<file path="src/rtl/sha_req_queue_if.sv">
// rtl/sha_req_queue_if.sv - host byte stream and FSM request handshake bundle
interface sha_req_queue_if #(
  parameter int ADDRW = 24
);
  localparam int IW = 3 * ADDRW + 2;

  logic          in_valid;
  logic [7:0]    in_data;
  logic          in_ready;
  logic          req_valid;
  logic [IW-1:0] req_data;
  logic          ready_req_in;

  modport master (
    output in_valid, in_data, ready_req_in,
    input  in_ready, req_valid, req_data
  );

  modport slave (
    input  in_valid, in_data, ready_req_in,
    output in_ready, req_valid, req_data
  );
endinterface

</file>
<file path="src/rtl/sha_req_queue.sv">
// rtl/sha_req_queue.sv - byte-stream instruction assembler feeding a FWFT request FIFO
module sha_req_queue #(
  parameter int ADDRW = 24,
  parameter int DEPTH = 4
) (
  input  logic                         clk,
  input  logic                         rst,
  input  logic                         flush,
  sha_req_queue_if.slave               bus,
  output logic [$clog2(DEPTH+1)-1:0]   level,
  output logic                         busy
);
  localparam int IW   = 3 * ADDRW + 2;
  localparam int NB   = (IW + 7) / 8;
  localparam int PW   = $clog2(DEPTH);
  localparam int CW   = $clog2(DEPTH + 1);
  localparam int BCW  = $clog2(NB);
  localparam int LOW  = 8 * (NB - 1);
  localparam int TOPB = IW - LOW;

  logic [BCW-1:0] byte_cnt;
  logic [LOW-1:0] asm_q;
  logic [PW-1:0]  wr_ptr;
  logic [PW-1:0]  rd_ptr;
  logic [CW-1:0]  count;
  logic [IW-1:0]  mem [DEPTH];

  logic           last_byte;
  logic           full;
  logic           accept;
  logic           push;
  logic           pop;
  logic [IW-1:0]  push_word;

  assign last_byte = (byte_cnt == BCW'(NB - 1));
  assign full      = (count == CW'(DEPTH));

  // Only the completing byte is throttled by a full queue; ready_req_in is deliberately not used here.
  assign bus.in_ready = !rst && (!last_byte || !full || flush);
  assign accept       = bus.in_valid && bus.in_ready;
  assign push         = accept && !flush && last_byte;
  assign pop          = bus.req_valid && bus.ready_req_in && !flush;

  // The final byte goes straight into the pushed word; its bits above IW-1 are dropped.
  assign push_word = {bus.in_data[TOPB-1:0], asm_q};

  assign bus.req_valid = (count != '0);
  assign bus.req_data  = mem[rd_ptr];
  assign level         = count;
  assign busy          = (byte_cnt != '0);

  always_ff @(posedge clk or posedge rst) begin
    if (rst) begin
      byte_cnt <= '0;
      asm_q    <= '0;
      wr_ptr   <= '0;
      rd_ptr   <= '0;
      count    <= '0;
    end else if (flush) begin
      byte_cnt <= '0;
      wr_ptr   <= '0;
      rd_ptr   <= '0;
      count    <= '0;
    end else begin
      if (accept) begin
        if (last_byte) begin
          byte_cnt <= '0;
        end else begin
          byte_cnt <= byte_cnt + 1'b1;
          asm_q[int'(byte_cnt) * 8 +: 8] <= bus.in_data;
        end
      end
      if (push) wr_ptr <= wr_ptr + 1'b1;
      if (pop)  rd_ptr <= rd_ptr + 1'b1;
      case ({push, pop})
        2'b10:   count <= count + 1'b1;
        2'b01:   count <= count - 1'b1;
        default: count <= count;
      endcase
    end
  end

  always_ff @(posedge clk) begin
    if (push) mem[wr_ptr] <= push_word;
  end
endmodule

</file>
<file path="src/flat_wrapper.sv">
// flat-port wrapper written by rule: the top's interface ports become plain ports
module sha_req_queue_flat 
#(
  parameter int ADDRW = 24,
  parameter int DEPTH = 4
)
  (clk, rst, flush, level, busy, bus_in_valid, bus_in_data, bus_ready_req_in, bus_in_ready, bus_req_valid, bus_req_data);
  sha_req_queue_if #(.ADDRW(ADDRW)) bus_i ();
  input  logic clk;
  input  logic rst;
  input  logic flush;
  output logic [$clog2(DEPTH+1)-1:0] level;
  output logic busy;
  input wire logic [$bits(bus_i.in_valid)-1:0] bus_in_valid;
  input wire logic [$bits(bus_i.in_data)-1:0] bus_in_data;
  input wire logic [$bits(bus_i.ready_req_in)-1:0] bus_ready_req_in;
  output wire logic [$bits(bus_i.in_ready)-1:0] bus_in_ready;
  output wire logic [$bits(bus_i.req_valid)-1:0] bus_req_valid;
  output wire logic [$bits(bus_i.req_data)-1:0] bus_req_data;
  assign bus_i.in_valid = bus_in_valid;
  assign bus_i.in_data = bus_in_data;
  assign bus_i.ready_req_in = bus_ready_req_in;
  assign bus_in_ready = bus_i.in_ready;
  assign bus_req_valid = bus_i.req_valid;
  assign bus_req_data = bus_i.req_data;
  sha_req_queue #(.ADDRW(ADDRW), .DEPTH(DEPTH)) u_core (.clk(clk), .rst(rst), .flush(flush), .bus(bus_i), .level(level), .busy(busy));
endmodule
</file>
<file path="config.mk">
export PLATFORM = sky130hd
export DESIGN_NAME = sha_req_queue_flat
export DESIGN_NICKNAME = d
export VERILOG_FILES = /design/src/rtl/sha_req_queue_if.sv /design/src/rtl/sha_req_queue.sv /design/src/flat_wrapper.sv
export SDC_FILE = /design/constraint.sdc
export NUM_CORES = 1
export LEC_CHECK = 0
export BUFFER_PORTS_ARGS = -buffer_cell sky130_fd_sc_hd__buf_4
export CAP_MARGIN = 15
export CORE_UTILIZATION = 40
export CTS_CLUSTER_SIZE = 12
export DETAILED_ROUTE_END_ITERATION = 12
export PLACE_DENSITY = 0.67
export REMOVE_ABC_BUFFERS = 1
export SLEW_MARGIN = 15
export SYNTH_ARGS = -nofsm -noshare
export SYNTH_HDL_FRONTEND = slang
export SYNTH_SLANG_ARGS = --single-unit
</file>
<file path="constraint.sdc">
create_clock -name clk -period 11.1 [get_ports clk]
set_input_delay 2.775 -clock clk [delete_from_list [all_inputs] [get_ports clk]]
set_output_delay 2.775 -clock clk [all_outputs]
set_load 0.02 [all_outputs]
</file>
==> results of run 1 <==
flip-flops by register name, summed over array words and instances, names as in the netlist:
register and flops:
u_core.asm_q 72, u_core.level 3, u_core.wr_ptr 2, u_core.byte_cnt 4
u_core.rd_ptr 2, u_core.mem 296
synthesized netlist by cell type, types with 2 or more instances:
cell / count
edfxtp_1: 296
dfrtp_1: 83
mux4_2: 74
mux2_2: 57
and3_1: 26
inv_1: 17
nor2_1: 17
clkbuf_1: 16
nand3_1: 13
nand2_1: 12
buf_2: 9
ha_1: 9
mux2i_1: 9
mux2_4: 8
and2_1: 4
buf_1: 4
nand2b_1: 4
nor2b_1: 4
nor3_1: 3
nor4_4: 3
o31ai_1: 3
or3_1: 3
xor2_1: 3
a21oi_1: 2
and3b_1: 2
buf_4: 2
nor2_2: 2
o21ai_0: 2
routing by layer:
layer	part of all wire (%)	routed length (µm)	global-route usage, %	vias up
met2	48	14140	25.51	196
met3	5.8	1693	3.504	39
met4	1.7	495	4.059	0
met5	0	0	0	-
met1	44	12910	22.59	3628
li1	-	-	-	3070
power breakdown:
part / internal [W] / total, W / switching [W] / leakage (nW)
Combinational: 0.0000288 / 0.0000790 / 0.0000502 / 1.63
Sequential: 0.00155 / 0.00157 / 0.0000246 / 3.69
Clock: 0.000752 / 0.00127 / 0.000517 / 0.617
kinds of logic (layout without fill, tap and decap cells):
group           Yosys count  count (layout)
fa+ha+maj                10              10
flops                   379             379
compound gates           13              13
simple gates            105             105
buf+inv                  49             193
xor+xnor                  4               4
mux                     150             150
cell type report:
class / instances / area [µm²] / share of cell area [%]
Inverter: 17 / 65.06 / 0.3798
Multi-Input combinational cell: 282 / 3498 / 20.42
Clock buffer: 70 / 1227 / 7.166
Sequential cell: 379 / 10970 / 64.06
Clock inverter: 6 / 37.54 / 0.2191
Timing Repair Buffer: 100 / 750.7 / 4.383
Tap cell: 461 / 576.8 / 3.367
critical path: cells and delay by family:
kind,cells,cell delay [ps]
and+or+nand+nor,1,410
buffers and inverters,2,360
AOI/OAI and AO/OA,1,150
worst min path at each step:
stage / startpoint / slack [ps] / cells past startpoint / end
2_1_floorplan: u_core.asm_q[10] / 470 / 0 / u_core.mem[0][10]
3_3_place_gp: u_core.asm_q[68] / 490 / 0 / u_core.mem[2][68]
3_5_place_dp: u_core.asm_q[44] / 500 / 0 / u_core.mem[1][44]
4_1_cts: u_core.asm_q[65] / 510 / 0 / u_core.mem[1][65]
5_1_grt: u_core.asm_q[7] / 530 / 0 / u_core.mem[0][7]
6_report: u_core.asm_q[31] / 520 / 0 / u_core.mem[0][31]
cells in the final DEF, fill, tap and decap left out, types with 2 or more instances in the layout:
master / count
edfxtp_1: 296
buf_4: 100
dfrtp_1: 81
mux4_2: 74
mux2_2: 57
clkbuf_16: 43
and3_1: 26
clkbuf_1: 22
nor2_1: 17
inv_1: 16
nand3_1: 13
nand2_1: 12
mux2i_1: 9
ha_1: 9
mux2_4: 8
clkinv_2: 5
clkbuf_8: 5
nor2b_1: 4
nand2b_1: 4
and2_4: 4
or3_1: 3
nor4_4: 3
nor3_1: 3
o31ai_1: 3
xor2_1: 3
and3b_1: 2
nor2_2: 2
a21oi_1: 2
o21ai_0: 2
inv_6: 2
dfrtp_4: 2
stage by stage:
step	util [%]	instances	setup WS, ps	area (µm²)
floorplan	-	678	4629	14520
global placement	44.28	1239	4608	15860
detailed placement	44.28	1239	4623	15860
CTS	47.81	1315	4619	17130
global route	47.81	1315	4524	17130
finish	47.81	1315	4633	17130
==> impl_metrics.tcl, run 1 <==
set metrics [dict create \
    synth_top_family_by_area "multiplexers" \
    synthXorXnorAreaFrac_pct 0.2901 \
    synth_adder_area_share_pct 0.9044 \
    antennaDiodeCount 0 \
    htreeDepth 2 \
    grt_pass1_vias 7347 \
    max-cap-violations 0 \
    die_y_um 193.5 \
    num_rows 69 \
    cpPeakStageDelay_ps 410 \
    fin_crit_ps 6467 \
    finalCritPeriodShare_pct 58.27 \
    finalMaxSlewViolations 0 \
    gp_congestion 0.7324 \
    crit_arrival_ps 3690 \
    hold_viol 0 \
    synth_mux_area_share_pct 17.43 \
    whs_ps 517.3 \
    drcViolationCount 6 \
    rr_worst_depth 5 \
    synth_edf_count 296 \
    path_cells "buf_4, nor4b_1, a21oi_1, buf_4" \
    critPathLaunch "flush" \
    start_util_pct 40.93 \
    vdd_drop_max_mv 0.09761 \
    syn_inst 710 \
    critPathKind "input port to output pin" \
    ys_ff_latch 379 \
    cts_tree "done" \
    synth_top_area_share_pct 60.61 \
    worst_clock_skew_ps 12.48 \
    synthFlopType "edfxtp_1" \
    cts_buffers 41 \
    totalPowerFinal_w 0.002922 \
    synth_compound_area_share_pct 0.6826 \
    dr.pass1.iters 9 \
    layout-drive-gt1-share_pct 36.77 \
    ys_types 51 \
    die_area_um2 37430 \
    io_buffers 92 \
    syn-cell-area_um2 14660 \
    post_cts_resized 0 \
    yosysSeqAreaShare_pct 74.78 \
    syn2layout_area_growth_pct 16.81 \
    r2r-end "u_core.asm_q[50]" \
    ant_nets 0 \
    vias_per_cell 5.272 \
    track_usage_pct 16.06 \
    tns_ps 0 \
    status "finished, violations left" \
    die_w_um 193.5 \
    wirelength_um 29240 \
    hold_buffers 0 \
    fin_nets 844 \
    cp_max_fo 17 \
    drt-initial-drc-count 538 \
    hold_path_class "register to register" \
    yosysWarnings 0 \
    powerDensity_nw_per_um2 170.6 \
    worstPathRequired_ps 8330 \
    crit_top_cell "buf_4" \
    clock_path_buffers 3 \
    fill_cells 2971 \
    grt_max_degree 55 \
    violations "design-rule violations" \
    worst_pin_slew_ps 1035 \
    cts_setup_buffers 0 \
    root_buffer "clkbuf_16" \
    syn_area_per_cell_um2 20.65 \
    cp-start-kind "input port" \
    wl_per_cell_um 22.24 \
    hpwl_um 16510 \
    io_pins 93 \
    design.core.area_um2 35830 \
    power.leakage_nw 5.934 \
    endpoint "bus_in_ready" \
    crit_path_top_delay_cell "nor4b_1" \
    slew_headroom_pct 31.02 \
    ys_async_sr_fraction_pct 21.90 \
    clk_latency_ps 520 \
    grt.overflow.total 0 \
    setup_viol_count_final 0 \
    routed-via-count 6933 \
    cts_sinks 379 \
    fmax_mhz 154.6 \
    yosys.area_share.simple_pct 4.480 \
    r2r-start "u_core.byte_cnt[0]" \
    grt_pass1_wl_um 45310 \
    endpoint_kind "output pin" \
    rsz0062_at_grt "no" \
    rrSetupSlack_ps 6870 \
    synthTopCellsByArea "edfxtp_1 (61%), dfrtp_1 (14%), mux4_2 (11%)" \
    clk_pin_slew_ps 60 \
    antenna_found_initial 0 \
    synth_top_cell_by_area "edfxtp_1" \
]
Note: power is estimated with default switching activity, not from simulation.
==> inputs of run 2 (changes only) <==
--- a/config.mk
+++ b/config.mk
@@ -5,6 +5,7 @@
 export SDC_FILE = /design/constraint.sdc
 export NUM_CORES = 1
 export LEC_CHECK = 0
+export ABC_AREA = 1
 export BUFFER_PORTS_ARGS = -buffer_cell sky130_fd_sc_hd__buf_4
 export CAP_MARGIN = 15
 export CORE_UTILIZATION = 40
==> constraint.sdc (replaced) <==
create_clock -name clk -period 6.4 [get_ports clk]
set_input_delay 1.6 -clock clk [delete_from_list [all_inputs] [get_ports clk]]
set_output_delay 1.6 -clock clk [all_outputs]
set_load 0.02 [all_outputs]
==> run 2 against run 1 <==
Register-to-register slack got worse by 3800 ps. Clock skew increased by 11 ps. Count of clock-buffer cells in the layout decreased by 4. Via count increased by 33%. The flow now finishes without violations. Non-clock buffer count increased by 4. Largest power group unchanged. Sequential power increased by 73%. Critical endpoint is now bus_req_data[45]. Utilization decreased by 0.19 points.
==> impl_metrics.tcl, run 2 <==
set metrics [dict create \
    status "finished, final reports clean" \
    start_util_pct 41.02 \
    synth_top_cell_by_area "edfxtp_1" \
    antenna_found_initial 0 \
    wl_per_cell_um 18.65 \
    hold_buffers 0 \
    drcViolationCount 0 \
    dp.cells 1683 \
    final_cell_mix "edfxtp_1 (296), nor2_1 (207), o21ai_0 (159), nand2_1 (128), buf_4 (101)" \
    rrSetupSlack_ps 3040 \
    rr_worst_depth 8 \
    cts_tree "done" \
    finalMaxSlewViolations 0 \
    crit_path_top_delay_cell "inv_4" \
    ys_async_sr_fraction_pct 21.90 \
    endpoint_kind "output pin" \
    post_cts_resized 0 \
    htreeDepth 2 \
    whs_ps 506.5 \
    wirelength_um 32700 \
    cp-start-kind "register" \
    io_pins 93 \
    grt_pass1_vias 8855 \
    ant_nets 0 \
    yosysSeqAreaShare_pct 74.43 \
    die_w_um 193.9 \
    track_usage_pct 17.27 \
    clk_pin_slew_ps 60 \
    cp_max_fo 97 \
    ys_types 31 \
    pre_cts_ws_ps 2145 \
    grt_max_degree 98 \
    path_cells "inv_4, buf_4, o21ai_0, o22ai_1, buf_4" \
    critPathKind "register to output pin" \
    synth_edf_count 296 \
    routed-via-count 9247 \
    tns_ps 0 \
    holdCritStartpoint "u_core.asm_q[58]" \
    r2r-end "u_core.mem[2][34]" \
    worst_clock_skew_ps 23.88 \
    fin_crit_ps 4676 \
    antennaDiodeCount 0 \
    crit_top_cell "buf_4" \
    num_rows 69 \
    power.leakage_nw 6.705 \
    finalWorstSetupSlack_ps 1724 \
    io_buffers 92 \
    largest_reg_flops 296 \
    r2r-start "u_core.byte_cnt[1]" \
    worstPathRequired_ps 4800 \
    layout-drive-gt1-share_pct 15.63 \
    final_cell_count_no_fill 1753 \
    largest-register "u_core.mem" \
    vdd_drop_max_mv 0.1449 \
    die_area_um2 37600 \
    syn2layout_area_growth_pct 16.09 \
    slew_headroom_pct 30.08 \
    postPlaceCellArea_um2 15930 \
    cts_buffers 39 \
    grt.overflow.total 0 \
    cts_sinks 379 \
    powerDensity_nw_per_um2 308.0 \
    final_common_cell "edfxtp_1" \
    root_buffer "clkbuf_16" \
    die_y_um 193.9 \
    hold-path-endpoint "u_core.mem[2][58]" \
    crit_arrival_ps 3080 \
    drt-initial-drc-count 731 \
    syn-cell-area_um2 14730 \
    fmax_mhz 213.8 \
    yosysWarnings 0 \
    clk_latency_ps 520 \
    synth_top_area_share_pct 60.33 \
    finalCritPeriodShare_pct 73.07 \
    hpwl_um 19090 \
    rsz0062_at_grt "no" \
    gp_congestion 0.8286 \
    synthFlopType "edfxtp_1" \
    fill_cells 3173 \
    syn_inst 1178 \
    cts_setup_buffers 0 \
    ys_ff_latch 379 \
    hold_path_class "register to register" \
    dr.pass1.iters 5 \
    synthTopCellsByArea "edfxtp_1 (60%), dfrtp_1 (14%), o21ai_0 (5.4%)" \
    clock_path_buffers 3 \
    setup_viol_count_final 0 \
    worstHoldPathCells 0 \
    grt_pass1_wl_um 50840 \
    max-cap-violations 0 \
    hold_viol 0 \
    syn_area_per_cell_um2 12.51 \
    stdcell_area_um2 17100 \
    vias_per_cell 5.275 \
    synth.most_common_cell "edfxtp_1" \
    cpPeakStageDelay_ps 800 \
    synth_commonest_cells "edfxtp_1 (296), nor2_1 (211), o21ai_0 (159), nand2_1 (128), dfrtp_1 (83)" \
    top_regs "u_core.mem: 296 flops, u_core.asm_q: 72 flops, u_core.byte_cnt: 4 flops" \
    fin_nets 1286 \
    design.core.area_um2 35910 \
    worst_pin_slew_ps 1049 \
]
## run 2: cell count changes in the layout (fill, tap and decap cells not counted), sizes merged, moves of 26 or more
cell	before	now
mux4	75	0
o22ai	1	76
and3	26	0
mux2	66	0
inv	18	44
nor2	19	213
nand2	13	134
o21ai	3	206
## run 2: worst max-delay path by stage
| stage | from | slack [ps] | to | depth (start not counted) |
|---|---|---|---|---|
| floorplan | u_core.rd_ptr[0] | -410 | bus_req_data[0] | 3 |
| finish | u_core.rd_ptr[0] | 1720 | bus_req_data[45] | 5 |
| detailed placement | flush | 2140 | u_core.mem[2][0] | 8 |
| global placement | flush | 2170 | u_core.mem[2][17] | 8 |
| global route | u_core.rd_ptr[0] | 1500 | bus_req_data[48] | 5 |
| CTS | u_core.rd_ptr[0] | 1660 | bus_req_data[48] | 5 |
## run 2: metrics by stage
| stage | util (%) | total power (W) |
|---|---|---|
| 2_1_floorplan | - | 0.003028 |
| 3_3_place_gp | 44.36 | 0.003226 |
| 3_5_place_dp | 44.36 | 0.003235 |
| 4_1_cts | 47.62 | 0.005311 |
| 5_1_grt | 47.62 | 0.005449 |
| 6_report | 47.62 | 0.005267 |
## run 2: power by group
part	switching [W]	leakage [nW]	internal (W)	total, W
logic	0.000314	1.93	0.000156	0.000470
clock network	0.000873	0.570	0.00122	0.00209
registers	0.0000392	4.21	0.00267	0.00271
## run 2: logic make-up after synthesis
group                      synth area share (%)
AOI/OAI and AO/OA                         10.96
buffers and inverters                     2.726
DFF                                       74.43
adders and majority gates                0.9002
and+or+nand+nor                           10.86
xor gates and xnor gates                 0.1189
## run 2: cell type report
class	instances	area, µm²	share of cell area, %
clock buffers	66	1149	6.716
clock inverters	4	23.77	0.1390
repair buffers	104	818.3	4.785
well taps	461	576.8	3.373
multi-input cells	695	3396	19.86
inverters	44	168.9	0.9876
flip-flops and latches	379	10970	64.14
## run 2: routing by layer
layer	track usage (%)	part of all wire (%)
met5	0	0
met4	4.556	1.9
met3	2.905	4.8
met2	27.60	48
met1	24.55	46
## run 2: critical path, delay by kind of cell (launching register included)
kind                   cells  cell delay, ps
buffers and inverters      3            1430
flip-flops                 1             730
AO/OA/AOI/OAI              2             330
